`config.mk`:
```
export PLATFORM = sky130hd
export DESIGN_NAME = centroid_tracker
export DESIGN_NICKNAME = d
export VERILOG_FILES = /design/src/rtl/centroid_tracker_pkg.sv /design/src/rtl/seq_divider.sv /design/src/rtl/centroid_tracker.sv
export SDC_FILE = /design/constraint.sdc
export NUM_CORES = 1
export LEC_CHECK = 0
export CORE_MARGIN = 3
export CORE_UTILIZATION = 63
export CTS_CLUSTER_SIZE = 40
export DETAILED_ROUTE_END_ITERATION = 8
export GPL_ROUTABILITY_DRIVEN = 0
export PLACE_DENSITY = 0.83
export SLEW_MARGIN = 20
export SYNTH_ARGS = -nofsm -noshare
export SYNTH_HDL_FRONTEND = slang
export SYNTH_SLANG_ARGS = --single-unit
```
`constraint.sdc`:
```
create_clock -name clk_in -period 6.8 [get_ports clk_in]
set_input_delay 2.04 -clock clk_in [delete_from_list [all_inputs] [get_ports clk_in]]
set_output_delay 2.04 -clock clk_in [all_outputs]
set_load 0.01 [all_outputs]
```
`src/rtl/centroid_tracker_pkg.sv`:
```
// Shared types and widths for the centroid tracker and its divider.
package centroid_tracker_pkg;

  localparam int SUM_W = 32;  // x/y coordinate sum width
  localparam int CNT_W = 21;  // mask pixel count width
  localparam int X_W   = 11;  // centroid x width
  localparam int Y_W   = 10;  // centroid y width

  typedef enum logic [1:0] {
    ACCUM  = 2'd0,
    DIVIDE = 2'd1,
    DONE   = 2'd2
  } state_e;

endpackage

```
`src/rtl/seq_divider.sv`:
```
// Restoring unsigned divider: one quotient bit per cycle, W cycles total.
// The first step happens on the start edge itself, so done_o pulses W-1
// cycles after the start cycle. quotient_o holds until the next start.
module seq_divider
  import centroid_tracker_pkg::*;
#(
  parameter int W = SUM_W
) (
  input  logic         clk_i,
  input  logic         rst_i,
  input  logic         start_i,
  input  logic [W-1:0] dividend_i,
  input  logic [W-1:0] divisor_i,
  output logic [W-1:0] quotient_o,
  output logic         done_o
);

  localparam int CW = $clog2(W) + 1;

  logic [W-1:0]  rem_q, rem_d;
  logic [W-1:0]  quo_q, quo_d;
  logic [W-1:0]  dvs_q, dvs_d;
  logic [CW-1:0] cnt_q, cnt_d;
  logic          busy_q, busy_d;
  logic          done_q, done_d;

  logic [W-1:0]  src_rem_s, src_quo_s, src_dvs_s;
  logic [W:0]    shifted_s, diff_s;
  logic          qbit_s;

  // One restoring step on either the fresh operands or the running state.
  always_comb begin
    src_rem_s = start_i ? {W{1'b0}} : rem_q;
    src_quo_s = start_i ? dividend_i : quo_q;
    src_dvs_s = start_i ? divisor_i  : dvs_q;
    shifted_s = {src_rem_s, src_quo_s[W-1]};
    diff_s    = shifted_s - {1'b0, src_dvs_s};
    qbit_s    = (shifted_s >= {1'b0, src_dvs_s});

    rem_d  = rem_q;
    quo_d  = quo_q;
    dvs_d  = dvs_q;
    cnt_d  = cnt_q;
    busy_d = busy_q;
    done_d = 1'b0;
    if (start_i) begin
      rem_d  = qbit_s ? diff_s[W-1:0] : shifted_s[W-1:0];
      quo_d  = {src_quo_s[W-2:0], qbit_s};
      dvs_d  = divisor_i;
      cnt_d  = CW'(1);
      busy_d = 1'b1;
    end else if (busy_q) begin
      rem_d = qbit_s ? diff_s[W-1:0] : shifted_s[W-1:0];
      quo_d = {src_quo_s[W-2:0], qbit_s};
      cnt_d = cnt_q + CW'(1);
      if (cnt_q == CW'(W - 1)) begin
        busy_d = 1'b0;
        done_d = 1'b1;
      end else begin
        busy_d = 1'b1;
      end
    end else begin
      busy_d = 1'b0;
    end
  end

  // Divider state register with synchronous reset (aborts any division).
  always_ff @(posedge clk_i) begin
    if (rst_i) begin
      rem_q  <= {W{1'b0}};
      quo_q  <= {W{1'b0}};
      dvs_q  <= {W{1'b0}};
      cnt_q  <= {CW{1'b0}};
      busy_q <= 1'b0;
      done_q <= 1'b0;
    end else begin
      rem_q  <= rem_d;
      quo_q  <= quo_d;
      dvs_q  <= dvs_d;
      cnt_q  <= cnt_d;
      busy_q <= busy_d;
      done_q <= done_d;
    end
  end

  assign quotient_o = quo_q;
  assign done_o     = done_q;

endmodule

```
`src/rtl/centroid_tracker.sv`:
```
// Centroid tracker: accumulates mask pixel coordinates over a frame, divides
// by the pixel count at end of frame and drives a crosshair overlay bit.
// Optional macro CENTROID_MIN_PIXELS_EN: require at least MIN_PIXELS mask
// pixels before a new centroid is published.
module centroid_tracker
  import centroid_tracker_pkg::*;
#(
  parameter int H_ACTIVE   = 1280,
  parameter int V_ACTIVE   = 720,
  parameter int MIN_PIXELS = 16
) (
  input  logic           clk_in,
  input  logic           rst_in,
  input  logic [X_W-1:0] hcount_in,
  input  logic [Y_W-1:0] vcount_in,
  input  logic           valid_in,
  input  logic           tabulate_in,
  output logic [X_W-1:0] x_out,
  output logic [Y_W-1:0] y_out,
  output logic           valid_out,
  output logic           crosshair_out
);

  localparam logic [X_W-1:0]   H_LIM = X_W'(H_ACTIVE);
  localparam logic [Y_W-1:0]   V_LIM = Y_W'(V_ACTIVE);
  localparam logic [CNT_W-1:0] MIN_CNT = CNT_W'(MIN_PIXELS);

  state_e             state_q, state_d;
  logic               start_q, start_d;
  logic [SUM_W-1:0]   x_sum_q, x_sum_d, y_sum_q, y_sum_d;
  logic [CNT_W-1:0]   cnt_q, cnt_d;
  logic [SUM_W-1:0]   x_snap_q, x_snap_d, y_snap_q, y_snap_d;
  logic [CNT_W-1:0]   cnt_snap_q, cnt_snap_d;
  logic [X_W-1:0]     x_out_q, x_out_d;
  logic [Y_W-1:0]     y_out_q, y_out_d;
  logic               valid_q, valid_d;
  logic               cross_q, cross_d;

  logic               active_s, pix_ok_s, gate_s;
  logic [SUM_W-1:0]   x_acc_s, y_acc_s;
  logic [CNT_W-1:0]   cnt_acc_s;
  logic [SUM_W-1:0]   x_quo_s, y_quo_s;
  logic               x_done_s, y_done_s;
  logic               unused_quo_bits_s;

  // Running sums including this cycle's pixel; these feed both the
  // accumulators and the end-of-frame snapshot.
  always_comb begin
    active_s  = (hcount_in < H_LIM) && (vcount_in < V_LIM);
    pix_ok_s  = valid_in && active_s;
    x_acc_s   = x_sum_q + (pix_ok_s ? {{(SUM_W-X_W){1'b0}}, hcount_in} : {SUM_W{1'b0}});
    y_acc_s   = y_sum_q + (pix_ok_s ? {{(SUM_W-Y_W){1'b0}}, vcount_in} : {SUM_W{1'b0}});
    cnt_acc_s = cnt_q + {{(CNT_W-1){1'b0}}, pix_ok_s};
`ifdef CENTROID_MIN_PIXELS_EN
    gate_s = (cnt_acc_s >= MIN_CNT) && (cnt_acc_s != {CNT_W{1'b0}});
`else
    gate_s = (cnt_acc_s != {CNT_W{1'b0}});
`endif
  end

  // Accumulators keep running in every state; end of frame clears them.
  always_comb begin
    if (tabulate_in) begin
      x_sum_d = {SUM_W{1'b0}};
      y_sum_d = {SUM_W{1'b0}};
      cnt_d   = {CNT_W{1'b0}};
    end else begin
      x_sum_d = x_acc_s;
      y_sum_d = y_acc_s;
      cnt_d   = cnt_acc_s;
    end
  end

  // Control FSM: snapshot on end of frame, wait for both dividers, publish.
  always_comb begin
    state_d    = state_q;
    start_d    = 1'b0;
    x_snap_d   = x_snap_q;
    y_snap_d   = y_snap_q;
    cnt_snap_d = cnt_snap_q;
    x_out_d    = x_out_q;
    y_out_d    = y_out_q;
    valid_d    = 1'b0;
    case (state_q)
      ACCUM: begin
        if (tabulate_in) begin
          x_snap_d   = x_acc_s;
          y_snap_d   = y_acc_s;
          cnt_snap_d = cnt_acc_s;
          if (gate_s) begin
            state_d = DIVIDE;
            start_d = 1'b1;
          end else begin
            state_d = ACCUM;
          end
        end else begin
          state_d = ACCUM;
        end
      end
      DIVIDE: begin
        if (x_done_s && y_done_s) begin
          state_d = DONE;
          x_out_d = x_quo_s[X_W-1:0];
          y_out_d = y_quo_s[Y_W-1:0];
          valid_d = 1'b1;
        end else begin
          state_d = DIVIDE;
        end
      end
      DONE: begin
        state_d = ACCUM;
      end
      default: begin
        state_d = ACCUM;
      end
    endcase
  end

  // Crosshair overlay: pixel lies on the published centroid row or column.
  always_comb begin
    if (active_s && ((hcount_in == x_out_q) || (vcount_in == y_out_q))) begin
      cross_d = 1'b1;
    end else begin
      cross_d = 1'b0;
    end
  end

  // State, accumulator, snapshot and output registers.
  always_ff @(posedge clk_in) begin
    if (rst_in) begin
      state_q    <= ACCUM;
      start_q    <= 1'b0;
      x_sum_q    <= {SUM_W{1'b0}};
      y_sum_q    <= {SUM_W{1'b0}};
      cnt_q      <= {CNT_W{1'b0}};
      x_snap_q   <= {SUM_W{1'b0}};
      y_snap_q   <= {SUM_W{1'b0}};
      cnt_snap_q <= {CNT_W{1'b0}};
      x_out_q    <= {X_W{1'b0}};
      y_out_q    <= {Y_W{1'b0}};
      valid_q    <= 1'b0;
      cross_q    <= 1'b0;
    end else begin
      state_q    <= state_d;
      start_q    <= start_d;
      x_sum_q    <= x_sum_d;
      y_sum_q    <= y_sum_d;
      cnt_q      <= cnt_d;
      x_snap_q   <= x_snap_d;
      y_snap_q   <= y_snap_d;
      cnt_snap_q <= cnt_snap_d;
      x_out_q    <= x_out_d;
      y_out_q    <= y_out_d;
      valid_q    <= valid_d;
      cross_q    <= cross_d;
    end
  end

  seq_divider #(.W(SUM_W)) u_div_x (
    .clk_i      (clk_in),
    .rst_i      (rst_in),
    .start_i    (start_q),
    .dividend_i (x_snap_q),
    .divisor_i  ({{(SUM_W-CNT_W){1'b0}}, cnt_snap_q}),
    .quotient_o (x_quo_s),
    .done_o     (x_done_s)
  );

  seq_divider #(.W(SUM_W)) u_div_y (
    .clk_i      (clk_in),
    .rst_i      (rst_in),
    .start_i    (start_q),
    .dividend_i (y_snap_q),
    .divisor_i  ({{(SUM_W-CNT_W){1'b0}}, cnt_snap_q}),
    .quotient_o (y_quo_s),
    .done_o     (y_done_s)
  );

  // Quotient bits above the coordinate widths are truncated by design.
  assign unused_quo_bits_s = ^{x_quo_s[SUM_W-1:X_W], y_quo_s[SUM_W-1:Y_W], MIN_CNT};

  assign x_out         = x_out_q;
  assign y_out         = y_out_q;
  assign valid_out     = valid_q;
  assign crosshair_out = cross_q;

endmodule

```
## After elaboration in Yosys (flattened, before gate mapping)

Cells that the tools add are included.

| storage, ports and cells | value |
|---|---|
| flip-flop bits (word level) | 404 |
| bits of input ports | 25 |
| output and inout port bits | 23 |
| logic and storage cells | 101 |

| cells by class | value |
|---|---|
| add/subtract/negate cells | 7 |
| magnitude comparators | 4 |
| eq/ne operators | 5 |
| muxes and demuxes | 37 |
| bitwise gates (word level) | 5 |
| reduce and logical (&&, ||, !) cells | 17 |

Operators with widths:

| operator | number |
|---|---|
| 32-bit 2-to-1 mux | 16 |
| 33-bit by 32-bit greater-or-equal comparator with 1-bit output | 2 |
| 32-bit subtractor | 2 |
| 32-bit by 10-bit adder with 32-bit output | 1 |
| 32-bit by 11-bit adder with 32-bit output | 1 |
| 21-bit by 1-bit adder with 21-bit output | 1 |
| 21-bit nonzero test | 1 |
| 1-bit 2-to-1 mux | 16 |
| 6-bit by 1-bit adder with 6-bit output (second input constant) | 2 |
| 6-bit by 5-bit equality test with 1-bit output (second input constant) | 2 |
| 11-bit equality test | 1 |
| 11-bit less-than comparator (second input constant) | 1 |
| 11-bit 2-to-1 mux | 1 |
| 10-bit equality test | 1 |
| 10-bit less-than comparator (second input constant) | 1 |
| 10-bit 2-to-1 mux | 1 |
| 3-bit OR reduction | 3 |
| 2-bit OR reduction | 3 |
| 1-bit NOT | 5 |
| 1-bit logical AND | 4 |
| 2-bit 2-to-1 mux | 2 |
| 2-bit case mux with 2 select lines | 1 |
| 2-bit AND reduction | 2 |
| 2-bit nonzero test | 2 |
| other kinds (3) | 3 |

## Depth between registers and ports, before layout

Gate-level depths: netlist of run 1.

| logic depth | value |
|---|---|
| depth in word-level cells | 8 |
| depth in mapped cells | 18 |
| mapped depth without buffers | 16 |

## Modules after synthesis

Synthesis of run 1 repeated with hierarchy kept, for this count alone.

| unflattened totals | value |
|---|---|
| cells, all modules | 2509 |
| area total of the unflattened synthesis | 21095.2 um^2 |

Modules (own cells, without submodules):

| module | times used | cells an instance | area an instance (um^2) |
|---|---|---|---|
| centroid_tracker | 1 | 970 | 8589.5 |
| seq_divider at u_div_y | 1 | 776 | 6333.6 |
| seq_divider at u_div_x | 1 | 763 | 6172.2 |

## Worst setup path before layout of run 1

No wires, ideal clock.

| path | value |
|---|---|
| path type | input -> register |
| from | input port vcount_in[4] |
| to | register y_snap_q[20] |
| data arrival time | 5.217 ns |
| data required time | 6.663 ns |
| setup slack | 1.446 ns |
| stages | 17 |
| buffers on the path | 2 |
| path through | o211a_1 o21ai_0 and3_1 clkbuf_1 and2_1 ha_1 fa_1 a21o_1 a21oi_1 o21bai_1 a2111oi_0 o31ai_1 nor2b_1 clkbuf_1 nand4_1 xor2_1 a211oi_1 |

| between the ends | value |
|---|---|
| word-level cells in the longest chain between the ends | 5 |

RTL lines:

| what | line | RTL |
|---|---|---|
| start, declared | centroid_tracker.sv:15 | `input logic [Y_W-1:0] vcount_in,` |
| 10-bit less-than comparator | centroid_tracker.sv:49 | `active_s = (hcount_in < H_LIM) && (vcount_in < V_LIM);` |
| 1-bit logical AND | centroid_tracker.sv:49 |  |
| 1-bit logical AND | centroid_tracker.sv:50 | `pix_ok_s = valid_in && active_s;` |
| 10-bit 2-to-1 mux (*) | centroid_tracker.sv:52 | `y_acc_s = y_sum_q + (pix_ok_s ? {{(SUM_W-Y_W){1'b0}}, vcount_in} : {SUM_W{1'b0}});` |
| 32-bit by 10-bit adder with 32-bit output (*) | centroid_tracker.sv:52 |  |
| end signal, assigned | centroid_tracker.sv:137 | `y_snap_q <= {SUM_W{1'b0}};` |
| end signal, assigned | centroid_tracker.sv:150 | `y_snap_q <= y_snap_d;` |
| end, declared | centroid_tracker.sv:32 | `logic [SUM_W-1:0] x_snap_q, x_snap_d, y_snap_q, y_snap_d;` |

Mark *: on every way between the ends. The rest lies on a longest branch, timed or not.
A chain may end at the register's enable or synchronous reset.

## Final worst setup path of run 1

| path | value |
|---|---|
| from | input port hcount_in[10] |
| to | register y_snap_q[24] |

| between the ends | value |
|---|---|
| word-level cells in the longest chain between the ends | 5 |

RTL lines:

| what | line | RTL |
|---|---|---|
| start, declared | centroid_tracker.sv:14 | `input logic [X_W-1:0] hcount_in,` |
| 11-bit less-than comparator | centroid_tracker.sv:49 |  |
| 1-bit logical AND | centroid_tracker.sv:49 |  |
| 1-bit logical AND | centroid_tracker.sv:50 |  |
| 10-bit 2-to-1 mux | centroid_tracker.sv:52 |  |
| 32-bit by 10-bit adder with 32-bit output | centroid_tracker.sv:52 |  |

No other way between the ends.

==> results of run 1 <==
[worst max-delay path by stage]
stage             startpoint  depth (start not counted)                        end
2_1_floorplan   vcount_in[4]                         17  y_snap_q[20]$_SDFFE_PP0P_
3_3_place_gp    vcount_in[4]                         15  x_snap_q[16]$_SDFFE_PP0P_
3_5_place_dp    vcount_in[4]                         18  y_snap_q[30]$_SDFFE_PP0P_
4_1_cts         vcount_in[4]                         18  y_snap_q[30]$_SDFFE_PP0P_
5_1_grt         vcount_in[4]                         18  y_snap_q[20]$_SDFFE_PP0P_
6_report       hcount_in[10]                         17  y_snap_q[24]$_SDFFE_PP0P_
[kinds of logic (layout without fill, tap and decap cells)]
logic type / count (synthesis) / after routing / synth area share, %
mux: 130 / 130 / 6.34
flops: 404 / 404 / 39.2
simple gates: 959 / 959 / 21.5
fa+ha+maj: 93 / 93 / 5.79
buf+inv: 197 / 191 / 3.78
xor+xnor: 161 / 161 / 6.84
compound gates: 529 / 529 / 16.5
[per-stage QoR]
stage,power [uW],setup slack [ns],utilization (%),cells,instance area (um^2)
after floorplan,5050,1.45,-,2473,20600
after global placement,5450,0.336,66.5,2825,21200
after detailed placement,5510,0.362,66.6,2826,21200
after CTS,8000,0.834,71.3,2902,22700
after global routing,8440,0.521,71.3,2902,22700
final,8020,0.771,71.3,2902,22700
[routing by layer]
metal	up-vias	global-route usage [%]
met5	-	0
met4	2	8.93
met3	116	3.88
met2	521	44.6
met1	8165	34.7
li1	8488	-
[power by group through the flow]
| stage | Sequential, uW | Clock (uW) | Combinational [uW] |
|---|---|---|---|
| 6_report | 2550 | 2470 | 3000 |
| 5_1_grt | 2560 | 2600 | 3280 |
| 4_1_cts | 2550 | 2500 | 2940 |
| 3_5_place_dp | 2600 | 0 | 2910 |
| 3_3_place_gp | 2600 | 0 | 2860 |
| 2_1_floorplan | 2580 | 0 | 2470 |
[state kept, by name, summed over array words and instances, names as in the netlist, 10 cells and up]
signal / count
u_div_y.dvs_q: 32
x_snap_q: 32
y_out: 10
u_div_x.dvs_q: 32
u_div_x.quotient_o: 32
cnt_q: 21
x_out: 11
u_div_y.rem_q: 32
u_div_x.rem_q: 32
u_div_y.quotient_o: 32
y_sum_q: 32
cnt_snap_q: 21
y_snap_q: 32
x_sum_q: 32
[cells in the final DEF (no fill, tap or decap), drive strengths merged, types with 23 or more instances in the layout]
| cell type | netlist | final |
|---|---|---|
| clkbuf | 118 | 58 |
| ha | 89 | 89 |
| o21ai | 59 | 59 |
| xnor2 | 78 | 78 |
| inv | 45 | 49 |
| and2 | 60 | 60 |
| nand4 | 25 | 25 |
| a211oi | 104 | 104 |
| clkdlybuf4s50 | 0 | 46 |
| nor3 | 31 | 31 |
| mux2i | 128 | 128 |
| a31oi | 23 | 23 |
| nand2 | 172 | 172 |
| nand3 | 57 | 57 |
| a21oi | 198 | 198 |
| dfxtp | 404 | 404 |
| a21o | 44 | 44 |
| nor2b | 75 | 75 |
| xor2 | 83 | 83 |
| and3 | 34 | 34 |
| nor2 | 450 | 450 |
[worst min-delay path: stages (launching register included)]
cell	delay, ns
dfxtp_1	0.31
nand2_1	0.06
a21oi_1	0.05
[cell type report]
class	count	area share, %
Timing Repair Buffer	69	2.85
Clock buffer	57	5.36
Tap cell	435	2.40
Multi-Input combinational cell	1872	51.8
Clock inverter	19	1.26
Inverter	46	0.760
Sequential cell	404	35.6
==> qor.csv, run 1 <==
stage,metric,value,unit
outcome,status,completed,
floorplanning,die_h,187,um
floorplanning,start_util,64.6,%
timing,relSlewSlack,30.0,%
timing,hold-worst-slack,0.460,ns
place,dp_hpwl,31000,um
min_path,hold_class,flop to flop,
logic_synthesis,yosysWarnings,0,
logic_synthesis,syn-instance-count,2473,
global_routing,grt_pass1_vias,16700,
timing,tightest_slew,1.05,ns
place,portBuffers,47,
timing,hold_viol,0,
clock_tree,post_cts_buffers,0,
cells_and_area,area_growth,10.3,%
power,p_clk_share,30.8,%
detailed_routing,wire_per_inst,16.4,um
critical_path,crit_top_cell,buf_4,
logic_synthesis,synthesis.nets,2591,
floorplanning,core,31900,um^2
critical_path,worstReg2RegStart,start_q$_SDFF_PP0_,
timing,fin_crit,6.03,ns
timing,skew,0.0163,ns
min_path,hold_path_depth,2,
detailed_routing,top_layer,met5,
critical_path,start_kind,input port,
critical_path,r2r_setup_slack,1.42,ns
critical_path,critPathCaptureType,flop,
power,p_leak,0.00904,uW
timing,rsz0062_at_grt,no,
logic_synthesis,synth_top_area_share,39.2,%
detailed_routing,via_per_inst,5.96,
power,p_switching,2860,uW
clock_tree,clockBufferDepth,3,
power,comb_power_share,37.4,%
logic_synthesis,synth-edff-count,0,
cells_and_area,multi_input_area,11800,um^2
logic_synthesis,syn_area,20600,um^2
clock_tree,cts_htree_levels,2,
clock_tree,clock-sinks,404,
floorplanning,ios,48,
critical_path,worst_ep_arrival_time,6.42,ns
cells_and_area,final-seq-area,8090,um^2
floorplanning,die_x,187,um
logic_synthesis,seq_area_frac_synth,39.2,%
global_routing,grt_pass1_wl,79600,um
detailed_routing,dr.first_iter.drc_count,1230,
timing,period_share,88.7,%
min_path,holdCritStartpoint,u_div_x.rem_q[8]$_SDFFE_PP0P_,
critical_path,cp_slowest_cell,a2111oi_0,
detailed_routing,wl_met2,22300,um
detailed_routing,via_count,17300,
detailed_routing,met1Wirelength,21200,um
clock_tree,cts-root-buf,clkbuf_16,
critical_path,path_cells,clkdlybuf4s50_1 -> o21ai_0 -> and3_1 -> buf_4 -> and2_1 -> ha_1 -> fa_1 -> a21o_1 -> a21oi_1 -> o21bai_1 -> a2111oi_0 -> o31ai_1 -> nor2b_1 -> buf_4 -> nand3_1 -> xor2_1 -> a211oi_1,
critical_path,crit_required,7.19,ns
critical_path,cp_max_fo,12,
logic_synthesis,synth_seq_cells,404,
detailed_routing,dr.pass1.iters,8,
timing,fmax,166,MHz
logic_synthesis,synth.area.top_cells,"dfxtp_1 39%, nor2_1 8.2%, mux2i_1 6.2%",
clock_tree,cts_made_buffers,43,
run,cap_violations,0,
global_routing,grt_start_max_net_pins,104,
power,p_seq_share,31.8,%
clock_tree,cts_repair_resize_count,0,
global_routing,grt_remaining_overflow,0,
power,swShare,35.6,%
floorplanning,num_rows,65,
cells_and_area,fill_cells,2460,
clock_tree,tritoncts,done,
timing,finalSetupTns,0,ns
power,power.density,353,nW/um^2
global_routing,track_usage,26.4,%
critical_path,critPathTopFamily,compound AO/OA/AOI/OAI gates,
clock_tree,insertion_delay,0.56,ns
detailed_routing,route.met3.wl,2750,um
min_path,holdPathEnd,u_div_x.rem_q[8]$_SDFFE_PP0P_,
logic_synthesis,avgSynthCellArea,8.33,um^2
clock_tree,path_clk_slew,0.06,ns
logic_synthesis,synth_cell_types,80,
detailed_routing,ant_nets,0,
clock_tree,ctsHoldBuffers,0,
critical_path,crit_buf_inv,3,
critical_path,critPathMaxStageDelay,0.79,ns
logic_synthesis,synthTopCellsByCount,"450 x nor2_1, 404 x dfxtp_1, 197 x a21oi_1, 172 x nand2_1, 128 x mux2i_1",
cells_and_area,final_nets,2554,
power,intPower,5170,uW
global_routing,antenna_found_initial,1,
cells_and_area,drive_gt1_share,5.19,%
timing,slew_viol_final,0,
critical_path,ff2ff_path_depth,12,
logic_synthesis,ys.flop_type,dfxtp_1,
cells_and_area,antenna_cells,0,
detailed_routing,drc,0,
logic_synthesis,synth.most_common_cell,nor2_1,
logic_synthesis,post-synth-top-area-cell,dfxtp_1,
critical_path,worstSetupPathType,input port to flop,
timing,report.final.setup_viol,0,
detailed_routing,drt_wl_total,47700,um
logic_synthesis,async_flop_share,0,%
critical_path,worstReg2RegEnd,u_div_x.rem_q[27]$_SDFFE_PP0P_,
floorplanning,die_area,34900,um^2
power,irDropWorstVdd,0.000363,V
Note: power is estimated with default switching activity, not from simulation.
==> run 2, diff against run 1 <==
--- a/config.mk
+++ b/config.mk
@@ -7,10 +7,12 @@
 export LEC_CHECK = 0
 export CORE_MARGIN = 3
 export CORE_UTILIZATION = 63
+export CTS_CLUSTER_DIAMETER = 40
 export CTS_CLUSTER_SIZE = 40
 export DETAILED_ROUTE_END_ITERATION = 8
 export GPL_ROUTABILITY_DRIVEN = 0
 export PLACE_DENSITY = 0.83
+export REMOVE_ABC_BUFFERS = 1
 export SLEW_MARGIN = 20
 export SYNTH_ARGS = -nofsm -noshare
 export SYNTH_HDL_FRONTEND = slang
==> constraint.sdc (replaced) <==
create_clock -name clk_in -period 5.9 [get_ports clk_in]
set_input_delay 1.77 -clock clk_in [delete_from_list [all_inputs] [get_ports clk_in]]
set_output_delay 1.77 -clock clk_in [all_outputs]
set_load 0.01 [all_outputs]
==> qor.csv, run 2 (synthesized netlist as in run 1, its figures left out) <==
stage,metric,value,unit,change
critical_path,cp_num_cells,17,,unchanged
critical_path,critPathMaxStageDelay,0.64,ns,-0.15 ns
detailed_routing,wire_per_inst,16.7,um,+2.0%
power,p_leak,0.00919,uW,+1.7%
cells_and_area,fill_cells,2371,,-3.6%
global_routing,antenna_found_initial,2,,+1
clock_tree,cts_htree_levels,2,,unchanged
global_routing,grt_remaining_overflow,0,,unchanged
floorplanning,num_rows,65,,unchanged
critical_path,crit_required,6.33,ns,-0.86 ns
timing,hold_viol,0,,unchanged
power,power,9550,uW,+19%
critical_path,cp-endpoint,y_snap_q[24]$_SDFFE_PP0P_,,
critical_path,crit_buf_inv,2,,-1
floorplanning,die_area,34900,um^2,unchanged
outcome,status,completed,,
critical_path,critPathCaptureType,flop,,
floorplanning,die_x,187,um,unchanged
detailed_routing,drt_wl_total,49000,um,+2.8%
clock_tree,clockBufferDepth,3,,unchanged
critical_path,worstSetupPathType,input port to flop,,
global_routing,grt_pass1_vias,17200,,+3.1%
timing,slew_viol_final,0,,unchanged
detailed_routing,ant_nets,0,,unchanged
detailed_routing,via_count,17400,,+0.61%
critical_path,path_cells,clkdlybuf4s50_1 -> o211a_1 -> o21ai_0 -> and3_1 -> buf_4 -> and2_1 -> ha_1 -> fa_1 -> a21o_1 -> a21oi_1 -> o21bai_1 -> a2111oi_1 -> o31ai_1 -> nor2b_1 -> nand3_1 -> xor2_1 -> a211oi_1,,
timing,finalSetupTns,0,ns,unchanged
cells_and_area,drive_gt1_share,6.27,%,+1.1 points
timing,fmax,180,MHz,
cells_and_area,final_nets,2568,,+0.55%
clock_tree,cts_repair_resize_count,0,,unchanged
critical_path,startpoint,vcount_in[4],,
clock_tree,ctsHoldBuffers,0,,unchanged
power,irDropWorstVdd,0.000462,V,+27%
timing,fin_crit,5.56,ns,
global_routing,grt_start_max_net_pins,99,,-4.8%
cells_and_area,fin_util,72.3,%,+1.0 points
detailed_routing,via_per_inst,5.95,,-0.18%
floorplanning,ios,48,,unchanged
clock_tree,insertion_delay,0.59,ns,+0.03 ns
cells_and_area,final_common_cell,nor2_1,,
clock_tree,post_cts_buffers,0,,unchanged
clock_tree,tritoncts,done,,
critical_path,cp_max_fo,10,,-2
timing,tightest_slew,1.05,ns,+0.00147 ns
critical_path,worst_ep_arrival_time,5.99,ns,-0.43 ns
critical_path,start_kind,input port,,
floorplanning,core,31900,um^2,unchanged
clock_tree,cts_made_buffers,48,,+12%
detailed_routing,drc,0,,unchanged
timing,rsz0062_at_grt,no,,
clock_tree,path_clk_slew,0.07,ns,about the same
run,cap_violations,0,,unchanged
power,power.density,414,nW/um^2,+17%
cells_and_area,fin_area,23000,um^2,+1.4%
cells_and_area,final_cell_mix,"449 x nor2_1, 401 x dfxtp_1, 197 x a21oi_1",,
cells_and_area,antenna_cells,0,,unchanged
floorplanning,start_util,64.6,%,unchanged
timing,report.final.setup_viol,0,,unchanged
place,pre_cts_slack,-0.00993,ns,-0.372 ns
timing,skew,0.0217,ns,+0.00539 ns
cells_and_area,area_growth,11.8,%,
min_path,hold_class,flop to flop,,
critical_path,cp_slowest_cell,a2111oi_1,,
timing,relSlewSlack,30.1,%,+0.088 points
clock_tree,clock-sinks,404,,unchanged
timing,period_share,94.2,%,
floorplanning,die_h,187,um,unchanged
global_routing,grt_pass1_wl,82600,um,+3.8%
critical_path,r2r_setup_slack,1.06,ns,-0.36 ns
critical_path,ff2ff_path_depth,13,,+1
detailed_routing,dr.first_iter.drc_count,1348,,+9.6%
critical_path,critPathTopFamily,compound AO/OA/AOI/OAI gates,,
timing,finalWorstSetupSlack,0.343,ns,-0.428 ns
place,placed_cell_area,21300,um^2,+0.34%
clock_tree,cts-root-buf,clkbuf_16,,
global_routing,track_usage,27.7,%,+1.3 points
detailed_routing,dr.pass1.iters,6,,-2
min_path,holdCritStartpoint,u_div_x.rem_q[8]$_SDFFE_PP0P_,,
place,portBuffers,47,,unchanged
critical_path,worstReg2RegStart,start_q$_SDFF_PP0_,,
place,dp_hpwl,32200,um,+3.8%
critical_path,worstReg2RegEnd,u_div_x.rem_q[27]$_SDFFE_PP0P_,,
## run 2: worst min path at each step
stage                                                to  slack [ns]  cells past startpoint
final                     u_div_x.rem_q[8]$_SDFFE_PP0P_        0.45                      2
after global routing           y_snap_q[0]$_SDFFE_PP0P_        0.48                      2
after CTS                 u_div_x.rem_q[8]$_SDFFE_PP0P_        0.45                      2
after detailed placement  u_div_x.rem_q[8]$_SDFFE_PP0P_        0.44                      2
after global placement    u_div_x.rem_q[8]$_SDFFE_PP0P_        0.44                      2
after floorplan           u_div_x.rem_q[8]$_SDFFE_PP0P_        0.42                      2
## run 2: layout make-up
| type | count | area [um^2] | area share, % |
|---|---|---|---|
| multi-input cells | 1872 | 11800 | 51.0 |
| flip-flops and latches | 404 | 8090 | 35.1 |
| clock buffers | 49 | 1200 | 5.23 |
| repair buffers | 78 | 719 | 3.12 |
| clock inverters | 41 | 547 | 2.37 |
| well taps | 435 | 544 | 2.36 |
| inverters | 46 | 173 | 0.749 |
## run 2: per-layer routing
layer | up-vias | part of all wire (%) | GRT usage, % | routed length [um]
li1 | 8562 | - | - | -
met1 | 8220 | 43 | 34.3 | 21000
met2 | 486 | 49 | 48.6 | 23800
met3 | 127 | 5.5 | 4.93 | 2710
met4 | 2 | 3.1 | 9.92 | 1510
met5 | - | 0.022 | 0 | 11
## run 2: stage by stage
| stage | hold slack (ns) | instances |
|---|---|---|
| floorplan | 0.421 | 2322 |
| global placement | 0.436 | 2835 |
| detailed placement | 0.441 | 2835 |
| CTS | 0.450 | 2925 |
| global route | 0.476 | 2925 |
| finish | 0.448 | 2925 |
## run 2: worst register-to-register path: cells and delay by family (launching register included)
family                   cells  cell delay [ns]
AND/OR/NAND/NOR              2             0.50
AO/OA/AOI/OAI                8             2.57
buffers and inverters        2             0.69
adder cells (fa/ha/maj)      1             0.32
flip-flops                   1             0.66
## run 2: power by group
group	total [uW]	switching, uW	internal [uW]
logic	3460	2070	1390
clock network	3140	1400	1740
registers	2950	86.1	2860
total	9550	3550	6000
==> run 3, diff against run 2 <==
--- a/config.mk
+++ b/config.mk
@@ -5,9 +5,8 @@
 export SDC_FILE = /design/constraint.sdc
 export NUM_CORES = 1
 export LEC_CHECK = 0
-export CORE_MARGIN = 3
 export CORE_UTILIZATION = 63
-export CTS_CLUSTER_DIAMETER = 40
+export CTS_CLUSTER_DIAMETER = 60
 export CTS_CLUSTER_SIZE = 40
 export DETAILED_ROUTE_END_ITERATION = 8
 export GPL_ROUTABILITY_DRIVEN = 0
==> qor.csv, run 3 (synthesized netlist as in run 1, its figures left out) <==
stage,metric,value,unit,change
floorplanning,num_rows,65,,unchanged
clock_tree,post_cts_buffers,0,,unchanged
critical_path,path_cells,clkdlybuf4s50_1 -> o211a_1 -> o21ai_0 -> and3_1 -> buf_4 -> and2_1 -> ha_1 -> a21o_1 -> a21oi_1 -> o21bai_1 -> a2111oi_0 -> o31ai_1 -> nor2b_1 -> nand4_1 -> xor2_1 -> a211oi_1,,
timing,tightest_slew,1.10,ns,+0.0553 ns
cells_and_area,antenna_cells,0,,unchanged
floorplanning,ios,48,,unchanged
power,power.density,384,nW/um^2,-7.3%
cells_and_area,area_growth,8.41,%,
critical_path,r2r_setup_slack,1.05,ns,about the same
cells_and_area,final_cells,2890,,-1.2%
global_routing,grt_pass1_vias,16600,,-3.6%
detailed_routing,drt_wl_total,47800,um,-2.5%
cells_and_area,final_common_cell,nor2_1,,
critical_path,crit_required,6.35,ns,+0.02 ns
global_routing,antenna_found_initial,0,,-2
floorplanning,die_x,183,um,-2.1%
critical_path,worstReg2RegStart,start_q$_SDFF_PP0_,,
timing,rsz0062_at_grt,no,,
timing,skew,0.0338,ns,+0.0121 ns
detailed_routing,ant_nets,0,,unchanged
clock_tree,clockBufferDepth,3,,unchanged
place,dp.cells,2834,,-0.035%
critical_path,critPathTopFamily,compound AO/OA/AOI/OAI gates,,
critical_path,worst_ep_arrival_time,5.90,ns,-0.09 ns
timing,slew_viol_final,0,,unchanged
global_routing,track_usage,28.4,%,+0.68 points
critical_path,cp_max_fo,8,,-2
clock_tree,cts-root-buf,clkbuf_16,,
clock_tree,insertion_delay,0.61,ns,+0.02 ns
cells_and_area,fill_cells,2524,,+6.5%
critical_path,critPathCaptureType,flop,,
clock_tree,clock-sinks,404,,unchanged
floorplanning,core,31900,um^2,unchanged
critical_path,startpoint,vcount_in[4],,
cells_and_area,final-seq-area,8090,um^2,unchanged
critical_path,ff2ff_path_depth,11,,-2
global_routing,grt_start_max_net_pins,144,,+45%
timing,period_share,92.3,%,-1.9 points
place,dp_hpwl,32000,um,-0.72%
timing,hold-worst-slack,0.458,ns,+0.00957 ns
detailed_routing,drc,0,,unchanged
floorplanning,start_util,64.6,%,unchanged
cells_and_area,fin_area,22300,um^2,-3.1%
clock_tree,cts_made_buffers,30,,-38%
critical_path,critPathMaxStageDelay,0.61,ns,-0.03 ns
critical_path,crit_buf_inv,2,,unchanged
critical_path,cp_slowest_cell,a2111oi_0,,
floorplanning,die_area,33400,um^2,-4.2%
outcome,status,completed,,
clock_tree,path_clk_slew,0.09,ns,+0.02 ns
place,portBuffers,47,,unchanged
power,power,8590,uW,-10%
cells_and_area,final_nets,2549,,-0.74%
critical_path,cp_num_cells,16,,-1
global_routing,grt_remaining_overflow,0,,unchanged
clock_tree,ctsHoldBuffers,0,,unchanged
detailed_routing,dr.first_iter.drc_count,1162,,-14%
floorplanning,die_h,183,um,-2.1%
global_routing,grt_pass1_wl,79400,um,-3.9%
clock_tree,cts_repair_resize_count,0,,unchanged
timing,fin_crit,5.45,ns,-0.112 ns
cells_and_area,drive_gt1_share,4.97,%,-1.3 points
min_path,hold_class,flop to flop,,
timing,fmax,184,MHz,+2.0%
place,placed_cell_area,21300,um^2,about the same
critical_path,worstReg2RegEnd,u_div_x.rem_q[27]$_SDFFE_PP0P_,,
detailed_routing,wire_per_inst,16.5,um,-1.3%
timing,hold_viol,0,,unchanged
critical_path,cp-endpoint,y_snap_q[20]$_SDFFE_PP0P_,,
detailed_routing,via_per_inst,5.96,,+0.23%
critical_path,start_kind,input port,,
power,p_leak,0.00887,uW,-3.5%
cells_and_area,final_cell_mix,"449 x nor2_1, 401 x dfxtp_1, 197 x a21oi_1",,
run,cap_violations,0,,unchanged
critical_path,worstSetupPathType,input port to flop,,
clock_tree,tritoncts,done,,
clock_tree,cts_htree_levels,1,,-1
detailed_routing,via_count,17200,,-0.97%
timing,report.final.setup_viol,0,,unchanged
power,irDropWorstVdd,0.000352,V,-24%
place,pre_cts_slack,-0.0835,ns,-0.0736 ns
timing,relSlewSlack,26.4,%,-3.7 points
detailed_routing,dr.pass1.iters,5,,-1
timing,finalWorstSetupSlack,0.454,ns,+0.112 ns
cells_and_area,multi_input_area,11800,um^2,about the same
## run 3: cell count changes in the layout (fill, tap and decap cells not counted), sizes merged
cell,delta
bufinv,-2
clkinvlp,-2
inv,-5
clkinv,-7
buf,-1
clkbuf,-18
## run 3: worst min-delay path by stage
stage	startpoint	slack (ns)	cells past startpoint	end
2_1_floorplan	u_div_x.rem_q[8]$_SDFFE_PP0P_	0.42	2	u_div_x.rem_q[8]$_SDFFE_PP0P_
3_3_place_gp	u_div_x.rem_q[8]$_SDFFE_PP0P_	0.43	2	u_div_x.rem_q[8]$_SDFFE_PP0P_
3_5_place_dp	u_div_x.cnt_q[5]$_SDFFE_PP0P_	0.44	1	u_div_x.done_o$_SDFF_PP0_
4_1_cts	u_div_x.rem_q[8]$_SDFFE_PP0P_	0.46	2	u_div_x.rem_q[8]$_SDFFE_PP0P_
5_1_grt	u_div_y.dvs_q[27]$_SDFF_PP0_	0.48	1	u_div_y.dvs_q[27]$_SDFF_PP0_
6_report	u_div_x.rem_q[8]$_SDFFE_PP0P_	0.46	2	u_div_x.rem_q[8]$_SDFFE_PP0P_
## run 3: worst reg2reg max path: stages, from the launching register on
cell	delay [ns]
dfxtp_4	0.93
buf_4	0.47
mux2i_1	0.45
ha_1	0.32
nand4_1	0.12
a21oi_1	0.22
o211ai_1	0.21
a2111oi_2	0.61
o21ai_4	0.32
a2111oi_0	0.73
o21ai_0	0.22
a31oi_1	0.20
## run 3: stage by stage
stage                     utilization, %  setup TNS, ns
after floorplan                        -        -355.52
after global placement              66.8              0
after detailed placement            66.8         -0.644
after CTS                           70.1              0
after global routing                70.1              0
final                               70.1              0
## run 3: cell type report
type                       count  share of cell area [%]
clock inverter                25                    1.25
tap                          435                    2.44
multi-input combinational   1872                    52.6
sequential                   404                    36.2
timing repair buffer          77                    3.24
inverter                      46                   0.773
clock buffer                  31                    3.42
## run 3: power by group
part           leakage (uW)  internal (uW)  switching (uW)  total, uW
combinational       0.00508           1400            2080       3480
clock              0.000515           1050            1110       2160
sequential          0.00328           2860            87.7       2950
## run 3: layer usage
metal | vias up | routed length [um] | GRT usage (%) | part of all wire, %
met1 | 8151 | 21100 | 35.9 | 44
met4 | 0 | 1840 | 11.3 | 3.9
li1 | 8516 | - | - | -
met5 | - | 0 | 0 | 0
met2 | 437 | 22800 | 49.4 | 48
met3 | 124 | 1980 | 3.24 | 4.1
